--- config.mk ---
export PLATFORM = sky130hd
export DESIGN_NAME = sequence_transmitter
export DESIGN_NICKNAME = d
export VERILOG_FILES = /design/src/rtl/sequence_transmitter.sv
export SDC_FILE = /design/constraint.sdc
export NUM_CORES = 1
export LEC_CHECK = 0
export ABC_CLOCK_PERIOD_IN_PS = 3000
export BUFFER_PORTS_ARGS = -buffer_cell sky130_fd_sc_hd__buf_2
export CAP_MARGIN = 20
export CORE_ASPECT_RATIO = 1.25
export CORE_MARGIN = 2
export CORE_UTILIZATION = 30
export CTS_BUF_LIST = sky130_fd_sc_hd__clkbuf_4 sky130_fd_sc_hd__clkbuf_8
export DETAILED_ROUTE_END_ITERATION = 10
export MAX_ROUTING_LAYER = met4
export SYNTH_ARGS = -nofsm -noshare
export SYNTH_HDL_FRONTEND = slang
export SYNTH_SLANG_ARGS = --single-unit
--- constraint.sdc ---
create_clock -name clock -period 3 [get_ports clock]
set_clock_uncertainty 0.15 [all_clocks]
set_input_delay 0.15 -clock clock [delete_from_list [all_inputs] [get_ports clock]]
set_output_delay 0.15 -clock clock [all_outputs]
set_load 0.03 [all_outputs]
--- src/rtl/sequence_transmitter.sv ---
// Serialises a WIDTH-bit frame LSB first, optionally repeating it back to back.
// Supports abort, a one-cycle done pulse and acceptance of a new request in the done cycle.
module sequence_transmitter #(
  parameter int unsigned WIDTH    = 7,
  parameter logic        IDLE_BIT = 1'b1
) (
  input  logic             clock,
  input  logic             reset,
  input  logic             inValid,
  output logic             inReady,
  input  logic [WIDTH-1:0] inData,
  input  logic [3:0]       repeatCount,
  input  logic             abort,
  output logic             dataOut,
  output logic             busy,
  output logic             done
);

  localparam int unsigned IdxW = $clog2(WIDTH);
  localparam logic [IdxW-1:0] LastIdx = IdxW'(WIDTH - 1);

  typedef enum logic {StIdle, StShift} state_e;

  state_e           state_q, state_d;
  logic [IdxW-1:0]  idx_q, idx_d, idx_inc;
  logic [3:0]       rep_q, rep_d;
  logic [WIDTH-1:0] frame_q, frame_d;
  logic             data_q, data_d;
  logic             busy_q, busy_d;
  logic             done_q, done_d;

  assign inReady = (state_q == StIdle) && !abort && !reset;
  assign idx_inc = idx_q + 1'b1;

  always_comb begin
    state_d = state_q;
    idx_d   = idx_q;
    rep_d   = rep_q;
    frame_d = frame_q;
    data_d  = data_q;
    busy_d  = busy_q;
    done_d  = 1'b0;
    unique case (state_q)
      StIdle: begin
        if (inValid && inReady) begin
          state_d = StShift;
          frame_d = inData;
          data_d  = inData[0];
          busy_d  = 1'b1;
          idx_d   = '0;
          rep_d   = repeatCount;
        end
      end
      StShift: begin
        if (abort) begin
          state_d = StIdle;
          data_d  = IDLE_BIT;
          busy_d  = 1'b0;
          idx_d   = '0;
          rep_d   = '0;
        end else if (idx_q == LastIdx) begin
          idx_d = '0;
          if (rep_q != 4'd0) begin
            // Next repetition starts immediately, no gap bit.
            rep_d  = rep_q - 4'd1;
            data_d = frame_q[0];
          end else begin
            state_d = StIdle;
            data_d  = IDLE_BIT;
            busy_d  = 1'b0;
            done_d  = 1'b1;
          end
        end else begin
          idx_d  = idx_inc;
          data_d = frame_q[idx_inc];
        end
      end
      default: state_d = StIdle;
    endcase
  end

  always_ff @(posedge clock) begin
    if (reset) begin
      state_q <= StIdle;
      idx_q   <= '0;
      rep_q   <= '0;
      frame_q <= '0;
      data_q  <= IDLE_BIT;
      busy_q  <= 1'b0;
      done_q  <= 1'b0;
    end else begin
      state_q <= state_d;
      idx_q   <= idx_d;
      rep_q   <= rep_d;
      frame_q <= frame_d;
      data_q  <= data_d;
      busy_q  <= busy_d;
      done_q  <= done_d;
    end
  end

  assign dataOut = data_q;
  assign busy    = busy_q;
  assign done    = done_q;

endmodule
# Word-level counts from Yosys, hierarchy flattened
# Cells that the tools add are included.
# Widths: inputs -> output; s select.
# word_totals
register_bits,18
in_bits,15
out_inout_bits,4
wordCells,54
# op_classes
add_sub_neg,2
order_cmp,1
n_eq_ne,5
muxes,27
n_bitwise,2
reduce_logical,10
# ops
cell,count
$mux 4,4
$mux 1,14
$mux 3,3
$pmux 4 s2,1
$ne 3x2->1 const B,2
$pmux 1 s2,3
$pmux 3 s2,1
$reduce_and 3->1,2
$lt 3x4->1 const B,1
$reduce_bool 4->1,1
$reduce_or 4->1,1
$sub 4x1->4 const B,1
$add 3x1->3 const B,1
$bmux 1 s3,1
$eq 3x3->1 const B,1
$logic_and 1x1->1,3
$ne 3x3->1 const B,1
$logic_not 1->1,2
$ne 2x1->1 const B,1
$not 1->1,2
$reduce_and 2->1,1

# Longest topological paths before layout
# logic_depth
depth_word,6
ltp_mapped,7
ltp_nobuf,6

# Worst setup path before layout
# OpenSTA, ideal clock, no wires.
# synth_timing
kind,register to register
start,register idx_q[0]
end,"register data_q, in the netlist dataOut"
setup_ns,0.128
arrival_time_ns,1.830
required_time_ns,2.722
setup_slack_ns,0.892
path_stages_with_launch,8
path_buffers,1
synth_period_minus_slack_ns,2.108
path_cell_list,dfxtp_1 -> inv_2 -> ha_1 -> buf_6 -> mux4_2 -> and4b_1 -> a311oi_2 -> o211ai_1
# synth_via
elab_chain_cells,6
word_cells_on_any_way,7
cone_classes,add/sub: 1; eq/ne: 1; mux: 5
# synth_rtl
element,line_no,source
start: declaration,25,"logic [IdxW-1:0] idx_q, idx_d, idx_inc;"
start signal: assignment,93,idx_q <= idx_d;
$add 3x1->3,33,assign idx_inc = idx_q + 1'b1;
$bmux 1 s3,75,data_d = frame_q[idx_inc];
$mux 1 (implied by the code),75,
$mux 1 *,61,end else if (idx_q == LastIdx) begin
$mux 1 *,55,if (abort) begin
$pmux 1 s2 *,43,unique case (state_q)
end signal: assignment,96,data_q <= data_d;
end: declaration,28,"logic data_q, data_d;"
# Every way passes the cells marked *; elsewhere a longest branch is shown, timed or not. The select of a mux whose other input is x is not followed.
# A chain may end at the register's enable or synchronous reset.

# Worst setup path in the final report
# Same ends and word-level chain as after synthesis.

==> metrics.cfg <==
[finish]
fill_cells = 352
nets = 163
drive_above_1_share = 0.183
syn2layout_area_growth_pct = 20.4
post-route-util = 0.379
diodes = 0
finalInstanceArea_um2 = 1210
layout_common_cells = nand2_1, a21oi_1, dfxtp_1, buf_2, nor2_1
stdcell_count = 179

[flow_run]
drv_cap = 0

[sta]
maxSlewHeadroom = 0.674
worst_slew_pin_slew_ns = 0.489
rsz0062_at_grt = false
period_needed_ns = 2.29
finalSetupViolCount = 0
final_hold_viol_count = 0
final_max_slew_viol_count = 0
finalCritPeriodShare = 0.763
layout_setup_ws_ns = 0.712
setup_tns_ns = 0
fmax_mhz = 437

[critical_path]
cp_max_fo = 7
cp.arrival_ns = 2.27
reg2reg_depth = 6
startpoint = idx_q[0]
critical_path_class = register to register
crit_end = dataOut
reg2reg_slack_ns = 0.71
r2r-start = idx_q[0]
cp-end-kind = register
crit_required_ns = 2.98
r2r-end = dataOut
startpoint_type = register

[logic_synthesis]
synth_cells = 120
synthArstFlopShare = 0
synth_area_per_cell_um2 = 8.38
ys_seq_elements = 18
syn_nets = 139
ys_top_cells_by_area = dfxtp_1, a21oi_1, nand2_1, ha_1, nor2_1
synth_top_cell_by_area = dfxtp_1
syn_area_um2 = 1010
ys_seq_area_frac = 0.358
synth_cell_types = 40
synth-edff-count = 0
synthFlopType = dfxtp_1
yosys.area.top_type_share = 0.358
synth_warnings = 0

[clock_network]
cts_resized = 0
tritoncts = yes
clock-sinks = 18
cts_max_level = 1
numCtsBuffers = 3
insertion_delay_ns = 0.25
cts_setup_buffers = 0
cts_root_buf = clkbuf_8
path_clk_slew_ns = 0.06
clock_path_buffers = 2

[power_and_ir_drop]
powerDensity_nw_per_um2 = 431
p_leak_nw = 0.480
irDropWorstVdd_mv = 0.254

[global_route]
grt_pass1_vias = 987
grt_remaining_overflow = 0
met3_usage = 0.0280
track_usage = 0.145
grt_busiest_layer = met2
grt_pass1_wl_um = 4290
grtUsageMet2 = 0.272
met1_usage = 0.155
grt_antenna_before_repair = 0
grt_max_degree = 21

[placed_design]
dpl_cell_area_um2 = 1110
placed_cells = 170
gp_congestion = 0.780
port_buffers = 18
post-dp-hpwl_um = 1760
preCtsSetupSlack_ns = 0.717

[route]
dr.pass1.iters = 4
wl_um = 2330
ant_nets = 0
wl_per_cell_um = 13.0
drt-initial-drc-count = 28
viasPerCell = 5.28
via_count = 946
drc = 0

[die]
die_area_um2 = 3840
fp.dieH_um = 68.7
io-pin-count = 19
num_rows = 23
start_util = 0.315
design.core.area_um2 = 3190
die_width_um = 55.8

[min_path]
hp-class = primary input to register
hp-start = inData[6]

[outcome]
status = finished clean

[state kept, by name, summed over array words and instances (netlist names)]
name / count
busy: 1
rep_q: 4
dataOut: 1
frame_q: 7
state_q: 1
idx_q: 3
done: 1
[logic make-up (layout without fill, tap and decap cells)]
group | count (synthesis) | count (layout) | synth area share
compound gates | 39 | 39 | 0.244
xor+xnor | 1 | 1 | 0.00871
buf+inv | 10 | 32 | 0.0510
fa+ha+maj | 4 | 4 | 0.0498
simple gates | 44 | 44 | 0.220
mux | 4 | 4 | 0.0684
flops | 18 | 18 | 0.358
[cell type report]
| type | count | area, um^2 | share of cell area |
|---|---|---|---|
| multi-input cells | 92 | 594 | 0.491 |
| flip-flops and latches | 18 | 360 | 0.298 |
| repair buffers | 24 | 150 | 0.124 |
| well taps | 37 | 46.3 | 0.0382 |
| clock buffers | 3 | 41.3 | 0.0341 |
| inverters | 5 | 18.8 | 0.0155 |
[what timing repair did]
item	in CTS	in global routing
setup endpoints to repair	0	0
endpoints found under the hold margin	6	0
hold buffers	6	0
[layer usage]
metal | vias to the layer above | routed length (um) | part of all wire
met3 | 4 | 77 | 0.033
met2 | 16 | 1200 | 0.51
met5 | - | 0 | 0
met1 | 440 | 1030 | 0.44
li1 | 486 | - | -
met4 | 0 | 21 | 0.0090
[metrics by stage]
step | hold WS (ns) | power [mW]
final | 0.00438 | 0.522
after global routing | 0.0176 | 0.563
after CTS | 0.000480 | 0.530
after detailed placement | 0.246 | 0.355
after global placement | 0.240 | 0.353
after floorplan | 0.136 | 0.329
[Yosys cell counts (2+ instances only)]
| cell | count |
|---|---|
| mux2i_1 | 2 |
| dfxtp_1 | 18 |
| nor2_1 | 8 |
| a22oi_1 | 2 |
| a211oi_1 | 2 |
| ha_1 | 4 |
| a31oi_1 | 4 |
| nand3b_1 | 2 |
| o21ai_1 | 3 |
| inv_1 | 4 |
| nor3_1 | 3 |
| o31ai_1 | 2 |
| a21oi_1 | 18 |
| nor3b_1 | 3 |
| a311oi_1 | 2 |
| buf_2 | 2 |
| nand2_1 | 18 |
[critical path: stages, from the launching register on]
cell and delay [ns]:
dfxtp_1 0.44, inv_2 0.08, ha_1 0.44, mux4_2 0.53, and4b_1 0.21, a311oi_2 0.23, o211ai_1 0.10
[worst min-delay path by stage]
stage / endpoint / slack, ns / depth (start not counted)
global route: frame_q[6] / 0.02 / 3
CTS: frame_q[6] / 0.0005 / 3
finish: frame_q[6] / 0.004 / 3
floorplan: frame_q[2] / 0.14 / 2
detailed placement: frame_q[3] / 0.25 / 3
global placement: frame_q[2] / 0.24 / 3
[report_power, final]
group / switching [mW] / total [mW] / internal (mW) / leakage [nW]
Clock: 0.0762 / 0.165 / 0.0891 / 0.0216
Combinational: 0.0534 / 0.0958 / 0.0424 / 0.312
Sequential: 0.0103 / 0.261 / 0.250 / 0.147
No activity file was read; power rests on OpenSTA's default activity.
